`config.mk`:
```
export PLATFORM = sky130hd
export DESIGN_NAME = spi_xfer_ctrl
export DESIGN_NICKNAME = d
export VERILOG_FILES = /design/src/rtl/spi_xfer_ctrl.sv
export SDC_FILE = /design/constraint.sdc
export NUM_CORES = 1
export LEC_CHECK = 0
export ABC_AREA = 1
export ABC_CLOCK_PERIOD_IN_PS = 1500
export CORE_MARGIN = 4
export CORE_UTILIZATION = 35
export CTS_CLUSTER_SIZE = 12
export DETAILED_ROUTE_END_ITERATION = 12
export PLACE_DENSITY_LB_ADDON = 0.12
export SLEW_MARGIN = 25
export SYNTH_ARGS = -nofsm -noshare
export SYNTH_HDL_FRONTEND = slang
export SYNTH_SLANG_ARGS = --single-unit
```
`constraint.sdc`:
```
create_clock -name clk -period 1.5 [get_ports clk]
set_input_delay 0.15 -clock clk [delete_from_list [all_inputs] [get_ports clk]]
set_output_delay 0.15 -clock clk [all_outputs]
set_load 0.01 [all_outputs]
```
`src/rtl/spi_xfer_ctrl.sv`:
```
// SPI mode-0 word transmitter for an ILI9341-style display link.
// Words carry a D/C level; cs_n stays low across words until one is flagged last.
module spi_xfer_ctrl #(
  parameter int unsigned DATA_W = 8,
  parameter int unsigned DIV    = 2,
  parameter int unsigned CS_GAP = 2
) (
  input  logic              clk,
  input  logic              rst,
  input  logic              tx_valid,
  output logic              tx_ready,
  input  logic [DATA_W-1:0] tx_data,
  input  logic              tx_dc,
  input  logic              tx_last,
  output logic              sclk,
  output logic              mosi,
  output logic              cs_n,
  output logic              dc,
  output logic              busy,
  output logic              done
);

  localparam int unsigned CNT_MAX = (DIV > CS_GAP) ? DIV : CS_GAP;
  localparam int unsigned CNT_W   = (CNT_MAX > 1) ? $clog2(CNT_MAX) : 1;
  localparam int unsigned BIT_W   = (DATA_W > 1) ? $clog2(DATA_W) : 1;

  localparam logic [CNT_W-1:0] DIV_LAST = CNT_W'(DIV - 1);
  localparam logic [CNT_W-1:0] GAP_LAST = CNT_W'(CS_GAP - 1);
  localparam logic [BIT_W-1:0] BIT_LAST = BIT_W'(DATA_W - 1);

  typedef enum logic [2:0] {
    StIdle,
    StSetup,
    StShift,
    StDone,
    StHold,
    StGap
  } state_e;

  state_e            r_state;
  logic [CNT_W-1:0]  r_cnt;
  logic [BIT_W-1:0]  r_bit;
  logic              r_low;
  logic              r_last;
  logic [DATA_W-1:0] r_shreg;
  logic              r_sclk;
  logic              r_cs_n;
  logic              r_dc;
  logic              r_done;
  logic              w_accept;

  assign tx_ready = !rst && ((r_state == StIdle) || (r_state == StHold) ||
                             ((r_state == StDone) && !r_last));
  assign w_accept = tx_valid && tx_ready;

  // mosi is the shift register MSB, so it is a flop output and reads 0 once the register is cleared.
  assign mosi = r_shreg[DATA_W-1];
  assign sclk = r_sclk;
  assign cs_n = r_cs_n;
  assign dc   = r_dc;
  assign done = r_done;
  assign busy = (r_state != StIdle);

  always_ff @(posedge clk) begin
    if (rst) begin
      r_state <= StIdle;
      r_cnt   <= '0;
      r_bit   <= '0;
      r_low   <= 1'b0;
      r_last  <= 1'b0;
      r_shreg <= '0;
      r_sclk  <= 1'b0;
      r_cs_n  <= 1'b1;
      r_dc    <= 1'b0;
      r_done  <= 1'b0;
    end else begin
      r_done <= 1'b0;
      case (r_state)
        StIdle, StHold: begin
        end
        StSetup: begin
          if (r_cnt == DIV_LAST) begin
            r_state <= StShift;
            r_cnt   <= '0;
            r_bit   <= '0;
            r_low   <= 1'b0;
            r_sclk  <= 1'b1;
          end else begin
            r_cnt <= r_cnt + 1'b1;
          end
        end
        StShift: begin
          if (r_cnt != DIV_LAST) begin
            r_cnt <= r_cnt + 1'b1;
          end else if (!r_low) begin
            r_cnt  <= '0;
            r_low  <= 1'b1;
            r_sclk <= 1'b0;
          end else if (r_bit == BIT_LAST) begin
            r_state <= StDone;
            r_cnt   <= '0;
            r_done  <= 1'b1;
          end else begin
            r_cnt   <= '0;
            r_low   <= 1'b0;
            r_bit   <= r_bit + 1'b1;
            r_shreg <= r_shreg << 1;
            r_sclk  <= 1'b1;
          end
        end
        StDone: begin
          if (r_last) begin
            r_state <= StGap;
            r_cnt   <= '0;
            r_cs_n  <= 1'b1;
            r_shreg <= '0;
          end else if (!w_accept) begin
            r_state <= StHold;
            r_shreg <= '0;
          end
        end
        StGap: begin
          if (r_cnt == GAP_LAST) begin
            r_state <= StIdle;
            r_cnt   <= '0;
          end else begin
            r_cnt <= r_cnt + 1'b1;
          end
        end
        default: begin
          r_state <= StIdle;
          r_cs_n  <= 1'b1;
          r_sclk  <= 1'b0;
          r_shreg <= '0;
        end
      endcase

      // Acceptance is only possible in IDLE, HOLD or non-last DONE; it overrides the moves above.
      if (w_accept) begin
        r_state <= StSetup;
        r_cnt   <= '0;
        r_shreg <= tx_data;
        r_dc    <= tx_dc;
        r_last  <= tx_last;
        r_cs_n  <= 1'b0;
        r_sclk  <= 1'b0;
      end
    end
  end

endmodule

```
==> flow_summary.ini, run 1 <==
[synthesis]
synth_nets = 176
avgSynthCellArea_sq_um = 6.85
ys_types = 22
netlist_instances = 161
synth-seq-area-share = 0.381
yosysTopAreaCellShare = 0.381
synth_seq_cells = 21
yosys.area.top_type = dfxtp_1
synth.area.top_cells = dfxtp_1 (38%), nand2_1 (14%), nor2_1 (9.9%)
synth_area_sq_mm = 0.00110
yosysWarningCount = 0

[final_layout]
diodes = 0
area_delta_synth_final_pct = 37.1
final_nets = 214
drive_above_1_share = 0.242

[critical_path]
critical_path_buf_inv_count = 3
cp-start-kind = register
worstPathArrival_ns = 1.65
worstPathRequired_ns = 1.73
crit_chain = ha_1 -> ha_2 -> buf_4 -> inv_2 -> a21oi_2 -> nor2_4 -> buf_4 -> nand4_1 -> nand2_1
crit_start = r_bit[1]
cp_max_fo = 4
crit_cells = 9
slowest_delay_ns = 0.36
path_common_cell = buf_4
r2r_cells = 9
cp_top_family = flip-flops
rr_startpoint = r_bit[1]
endpoint_kind = register
slowest_stage = dfxtp_2
ff2ff_setup_slack_ns = 0.07
path_class = register to register

[sta]
drv_slew = 0
hold_slack_ns = 0.381
finalSetupViolations = 0
rsz0062_at_grt = yes
worst_pin_slew_ns = 0.348
finalCriticalPeriod_ns = 1.43
clock_skew_ns = 0.0142
hold_viol_final = 0
period_share = 0.951
timing.fmax_mhz = 701
relSlewSlack = 0.765

[floorplan]
start_util = 0.364
die_h_um = 64.1
io-pin-count = 20
fp-row-count = 20
die_w_um = 64.1
coreArea_sq_mm = 0.00303
die_area_sq_mm = 0.00411

[power_and_ir_drop]
p_int_mw = 0.794
irDropWorstVdd_v = 0.000387
clockPowerShare = 0.261
p_switching_mw = 0.302
total_power_mw = 1.10
pwr-share-seq = 0.547
p_sw_frac = 0.276
power.density_mw_per_mm2 = 725
p_leak_nw = 0.667
comb_power_share = 0.192

[clocking]
cts_root_buf = clkbuf_4
clock_latency_ns = 0.32
cts_inserted_buffers = 3
cts_tree = yes
cts_sinks = 21
htreeDepth = 1
cts_hold_buf = 0
clk_pin_slew_ns = 0.13
clockBufferDepth = 2

[route]
wirelength_mm = 2.69
drt_iter0_markers = 41
ant_nets = 0
via_per_inst = 4.62
dr.pass1.iters = 4
drc = 0
vias = 1119
wl_per_cell_um = 11.1

[outcome]
outcome = finished clean

[global_route]
grt_pass1_wl_mm = 4.75
grt_pass1_vias = 1046
antenna_found_initial = 0
gr-total-overflow = 0
grt_max_degree = 15
grt_usage = 0.143

[min_path]
hold_depth = 3
min_from = tx_dc
worstHoldPathType = input pin to register

[job]
cap_violations = 0

[placed_design]
dp_hpwl_mm = 2.06
gp_congestion = 0.807
io_buffers = 19
[worst paths after layout]
check,to
min reg2reg,sclk
max,r_bit[2]
max reg2reg,r_bit[2]
min,dc
[cell usage in the layout (no fill, tap or decap)]
cell / Yosys / final
nand2_1: 40 / 38
inv_1: 10 / 8
a31oi_1: 1 / 1
nand3_2: 1 / 2
dlygate4sd2_1: 0 / 1
nor2_4: 2 / 2
a21oi_1: 9 / 7
buf_2: 2 / 1
dfxtp_2: 0 / 3
clkdlybuf4s50_1: 0 / 17
nand4_1: 5 / 5
nor3b_1: 1 / 1
inv_2: 5 / 7
clkinv_2: 0 / 1
nor2_2: 0 / 2
nand3_4: 1 / 1
o21ai_0: 4 / 3
nand2_2: 2 / 4
buf_6: 1 / 1
buf_4: 0 / 17
nand3b_1: 7 / 7
ha_2: 0 / 1
nor2_1: 29 / 27
dfxtp_1: 21 / 18
o21ai_1: 0 / 1
nand2_4: 1 / 1
nand3_1: 13 / 12
clkbuf_4: 0 / 3
nor3_1: 3 / 3
ha_1: 2 / 1
a21oi_2: 0 / 2
[power groups by stage]
stage | clock, mW | sequential (mW) | combinational [mW]
2_1_floorplan | 0 | 0.613 | 0.108
3_3_place_gp | 0 | 0.611 | 0.208
3_5_place_dp | 0 | 0.612 | 0.209
4_1_cts | 0.302 | 0.599 | 0.210
5_1_grt | 0.336 | 0.604 | 0.235
6_report | 0.286 | 0.600 | 0.210
[worst reg2reg max path: stages, from the launching register on]
cell	delay [ns]
dfxtp_2	0.36
ha_1	0.15
ha_2	0.19
buf_4	0.12
inv_2	0.03
a21oi_2	0.17
nor2_4	0.06
buf_4	0.13
nand4_1	0.07
nand2_1	0.06
[state kept, by name, summed over array words and instances, names as in the netlist]
name	flops
cs_n	1
dc	1
done	1
r_bit	3
r_cnt	1
r_last	1
r_low	1
r_shreg	8
r_state	3
sclk	1
[metal layers]
layer	GRT usage	up-vias	share of wire
met4	0.0633	0	0.013
met2	0.226	29	0.46
met5	0	-	0
met3	0.0316	4	0.052
met1	0.187	489	0.48
li1	-	597	-
[cell families (layout without fill, tap and decap cells)]
logic type	after synthesis	after routing	synth area share
fa+ha+maj	2	2	0.0227
simple gates	105	105	0.457
compound gates	14	14	0.0647
buf+inv	19	56	0.0738
flops	21	21	0.381
[per-stage QoR]
stage               setup TNS [ns]  cells  utilization  worst slack, ns  instance area [sq um]
finish                           0    242        0.499           0.0733                   1510
global route              -0.00370    242        0.499         -0.00370                   1510
CTS                              0    240        0.488          0.00446                   1480
detailed placement               0    236        0.476         0.000767                   1440
global placement                 0    236        0.476           0.0274                   1440
floorplan                        0    161            -            0.100                   1100
[cell usage after synthesis (all sizes together)]
master  instances
nor2           31
o21ai           4
a21oi           9
ha              2
nand3b          7
a31oi           1
dfxtp          21
clkbuf          1
nor3            3
nand4           5
nand2          43
inv            15
nor3b           1
buf             3
nand3          15
[final cells by class]
class | count | area [sq um]
Multi-Input combinational cell | 121 | 626
Fill cell | 323 | 1520
Clock buffer | 3 | 22.5
Inverter | 15 | 56.3
Clock inverter | 1 | 5.00
Timing Repair Buffer | 37 | 323
Tap cell | 44 | 55.1
Sequential cell | 21 | 424
[timing repair]
action                                  CTS  global route
pin swaps                                 1             2
gates resized for setup                   8            12
endpoints found under the setup margin    3            13
setup buffers                             0             2
(Power assumes the default switching activity.)
==> run 2, diff against run 1 <==
Settings changed: CTS_BUF_LIST from default to sky130_fd_sc_hd__clkbuf_16.
==> run 2 against run 1 <==
Net effect:
- flip-flop and latch count stayed put
- power grew 26%
- clock power increased by 99%
- maximum frequency increased by 0.93%
==> flow_summary.ini, run 2 (same netlist as run 1, synthesis figures left out) <==
[final_layout]
area_delta_synth_final_pct = 40.7
final_nets = 213
reg.largest.list = r_shreg (8), r_bit (3), r_state (3)
drive_above_1_share = 0.218
num-fill-cells = 317
mostFrequentLayoutCell = nand2_1
largest_reg_flops = 8
regMostFlops = r_shreg
diodes = 0
mostFrequentLayoutCells = nand2_1 (38), nor2_1 (28), dfxtp_1 (20)

[global_route]
grt_pass1_vias = 1065
grt_use_met1 = 0.181
grt_max_degree = 15
grtUsageMet2 = 0.235
grt_usage = 0.143
met3_usage = 0.0211
grt_pass1_wl_mm = 4.73
busiest_layer = met2
gr-total-overflow = 0
antenna_found_initial = 0

[power_and_ir_drop]
p_leak_nw = 0.685
power.density_mw_per_mm2 = 887
irDropWorstVdd_v = 0.000522

[critical_path]
critical_path_buf_inv_count = 3
cp_max_fo = 5
path_class = register to register
crit_chain = ha_1 -> ha_2 -> buf_4 -> inv_2 -> a21oi_4 -> nor2_4 -> inv_2 -> nand3_1 -> nand2_1
ff2ff_setup_slack_ns = 0.09
cp-start-kind = register
slowest_stage = dfxtp_2
worstPathRequired_ns = 1.65
endpoint_kind = register
crit_end = r_bit[2]
worst_r2r_endpoint = r_bit[2]
rr_startpoint = r_bit[0]
crit_start = r_bit[0]
crit_cells = 9
cp_top_family = adder cells
r2r_cells = 9
slowest_delay_ns = 0.32
worstPathArrival_ns = 1.56
path_common_cell = inv_2

[route]
ant_nets = 0
dr.pass1.iters = 4
wl_per_cell_um = 11.0
vias = 1097
wirelength_mm = 2.65
drt_iter0_markers = 29
drc = 0
via_per_inst = 4.55

[clocking]
cts_inserted_buffers = 3
cts_hold_buf = 0
cts_tree = yes
cts_root_buf = clkbuf_16
htreeDepth = 1
clk_pin_slew_ns = 0.06
cts_sinks = 21
clockBufferDepth = 2
clock_latency_ns = 0.26

[sta]
hold_viol_final = 0
finalCriticalPeriod_ns = 1.41
timing.fmax_mhz = 707
relSlewSlack = 0.768
worst_pin_slew_ns = 0.344
tns_ns = 0
rsz0062_at_grt = yes
clock_skew_ns = 0.00558
drv_slew = 0
period_share = 0.942
hold_slack_ns = 0.457
finalSetupViolations = 0

[placed_design]
io_buffers = 19
gp_congestion = 0.807
dp_hpwl_mm = 2.06

[floorplan]
start_util = 0.364
die_w_um = 64.1
fp-row-count = 20
die_area_sq_mm = 0.00411
io-pin-count = 20
die_h_um = 64.1
coreArea_sq_mm = 0.00303

[min_path]
worstHoldPathType = input pin to register
min_from = tx_dc

[job]
cap_violations = 0

[outcome]
outcome = finished clean
run 2: changes by cell type in the layout (fill, tap and decap cells not counted), sizes merged:
cell	change
buf	-2
clkbuf	+1
run 2: what timing repair did:
action	4_1_cts	5_1_grt
pin swaps	1	1
endpoints found under the setup margin	3	13
gates resized for setup	4	11
setup buffers	0	1
run 2: metal layers:
| metal | part of all wire | up-vias |
|---|---|---|
| met3 | 0.036 | 5 |
| li1 | - | 594 |
| met2 | 0.44 | 22 |
| met1 | 0.50 | 476 |
| met5 | 0 | - |
| met4 | 0.022 | 0 |
run 2: final cells by class:
type / count / area, sq um / share of cell area
repair buffers: 36 / 312 / 0.201
well taps: 44 / 55.1 / 0.0355
clock inverters: 1 / 5.00 / 0.00323
flip-flops and latches: 21 / 422 / 0.272
clock buffers: 3 / 75.1 / 0.0484
inverters: 15 / 56.3 / 0.0363
multi-input cells: 121 / 627 / 0.404
run 2: how the worst min path moves through the flow:
stage                            end  slack (ns)  depth (start not counted)
after global placement          sclk        0.45                          2
final                             dc        0.46                          3
after detailed placement          dc        0.46                          2
after floorplan           r_shreg[0]        0.22                          1
after CTS                         dc        0.45                          3
after global routing              dc        0.49                          3
run 2: metrics by stage:
step           setup WS [ns]   util  total power, mW  area (sq um)  instances
3_3_place_gp          0.0274  0.476            0.819          1440        236
4_1_cts               0.0144  0.503             1.40          1520        240
5_1_grt             -0.00254  0.512             1.46          1550        241
6_report              0.0864  0.512             1.38          1550        241
2_1_floorplan          0.100      -            0.722          1100        161
3_5_place_dp        0.000767  0.476            0.821          1440        236
run 2: worst reg2reg max path: stages, from the launching register on:
cell and delay, ns:
dfxtp_2 0.32, ha_1 0.20, ha_2 0.19, buf_4 0.14, inv_2 0.07, a21oi_4 0.06
nor2_4 0.14, inv_2 0.08, nand3_1 0.07, nand2_1 0.06
run 2: report_power, final:
part	leakage [nW]	switching, mW	internal (mW)
Sequential	0.172	0.0145	0.585
Combinational	0.472	0.100	0.108
Clock	0.0409	0.210	0.358
==> run 3, diff against run 2 <==
==> constraint.sdc (replaced) <==
create_clock -name clk -period 1.5 [get_ports clk]
set_input_delay 0.3 -clock clk [delete_from_list [all_inputs] [get_ports clk]]
set_output_delay 0.3 -clock clk [all_outputs]
set_load 0.01 [all_outputs]
==> run 3 against run 2 <==
Net effect:
- flip-flop and latch count stayed put
- critical path type is now register to output pin
- die area stayed put
- cell area is 4.1% higher
- register-to-register slack better by 0.02 ns
- largest power group unchanged
- sequential power hardly changed
- clock power hardly changed
- critical path depth is 5 lower
- global-route usage is 0.68 points higher
- maximum frequency is 2.5% lower
==> flow_summary.ini, run 3 (same netlist as run 1, synthesis figures left out) <==
[outcome]
outcome = finished clean

[floorplan]
die_h_um = 64.1
start_util = 0.364
die_w_um = 64.1
die_area_sq_mm = 0.00411
coreArea_sq_mm = 0.00303
fp-row-count = 20
io-pin-count = 20

[route]
wl_per_cell_um = 11.4
via_per_inst = 4.68
drc = 0
wirelength_mm = 2.83
vias = 1161
drt_iter0_markers = 64
ant_nets = 0
dr.pass1.iters = 4

[global_route]
grt_usage = 0.150
grt_pass1_vias = 1095
gr-total-overflow = 0
grt_max_degree = 13
antenna_found_initial = 0
grt_pass1_wl_mm = 4.87

[clocking]
cts_inserted_buffers = 3
cts_tree = yes
clk_pin_slew_ns = 0.06
clock_latency_ns = 0.25
clockBufferDepth = 2
htreeDepth = 1
cts_hold_buf = 0
cts_sinks = 21
cts_root_buf = clkbuf_16

[sta]
finalSetupViolations = 0
period_share = 0.966
clock_skew_ns = 0.00534
timing.fmax_mhz = 690
finalCriticalPeriod_ns = 1.45
hold_viol_final = 0
drv_slew = 0
rsz0062_at_grt = yes
worst_pin_slew_ns = 0.328
relSlewSlack = 0.779

[critical_path]
worstPathRequired_ns = 1.20
worstPathArrival_ns = 1.15
cp_max_fo = 5
cp-start-kind = register
endpoint_kind = output pin
path_class = register to output pin

[final_layout]
final_util = 0.533
reg.largest.list = r_shreg (8), r_bit (3), r_state (3)
largest_reg_flops = 8
mostFrequentLayoutCells = nand2_1 (38), nor2_1 (28), buf_4 (21)
num-fill-cells = 328
mostFrequentLayoutCell = nand2_1
final_nets = 220
diodes = 0
area_delta_synth_final_pct = 46.5
drive_above_1_share = 0.245
regMostFlops = r_shreg

[min_path]
worstHoldPathType = register to register

[placed_design]
io_buffers = 19
dp_hpwl_mm = 2.10
gp_congestion = 0.793

[power_and_ir_drop]
total_power_mw = 1.39
p_leak_nw = 0.727
power.density_mw_per_mm2 = 859
irDropWorstVdd_v = 0.000870

[job]
cap_violations = 0
run 3: area by class of cell:
| class | count | area (sq um) | share of cell area |
|---|---|---|---|
| well taps | 44 | 55.1 | 0.0341 |
| repair buffers | 43 | 375 | 0.232 |
| flip-flops and latches | 21 | 422 | 0.261 |
| inverters | 15 | 56.3 | 0.0349 |
| clock buffers | 3 | 75.1 | 0.0465 |
| clock inverters | 1 | 3.75 | 0.00232 |
| multi-input cells | 121 | 628 | 0.389 |
run 3: what timing repair did:
action | CTS | global route
endpoints found under the hold margin | 0 | 0
pin swaps | 1 | 2
endpoints found under the setup margin | 3 | 15
gates resized for setup | 8 | 11
buffers inserted | 2 | 0
run 3: metal layers:
metal	vias to the layer above	part of all wire	routed length [um]	global-route usage
met1	520	0.48	1370	0.186
met5	-	0	0	0
met3	2	0.049	138	0.0457
met4	0	0.0067	19	0.0237
li1	612	-	-	-
met2	27	0.46	1310	0.258
run 3: final timing paths:
path              slack [ns]        from  depth (start not counted)    endpoint
setup / recovery        0.05  r_state[2]                          4        busy
hold / removal          0.46        sclk                          2        sclk
setup reg to reg        0.11    r_bit[0]                          8  r_shreg[3]
hold reg to reg         0.46        sclk                          2        sclk
run 3: critical path, cell delays in order, from the launching register on:
cell and delay, ns:
dfxtp_2 0.33, buf_4 0.13, inv_2 0.08, nand3_1 0.07, dlygate4sd2_1 0.28
run 3: report_power, final:
group	total [mW]	leakage, nW	internal (mW)	switching (mW)
clock	0.566	0.0423	0.355	0.211
combinational	0.222	0.512	0.116	0.106
sequential	0.599	0.172	0.585	0.0143
total	1.39	0.727	1.06	0.331
run 3: through the flow:
stage | setup TNS (ns) | worst slack (ns) | instance area, sq um | std cells | hold slack, ns
2_1_floorplan | 0 | 0.100 | 1100 | 161 | 0.369
3_3_place_gp | -0.862 | -0.244 | 1490 | 242 | 0.455
3_5_place_dp | -1.19 | -0.265 | 1490 | 242 | 0.458
4_1_cts | 0 | 0.00611 | 1580 | 248 | 0.464
5_1_grt | -0.0136 | -0.0103 | 1620 | 248 | 0.506
6_report | 0 | 0.0503 | 1620 | 248 | 0.464
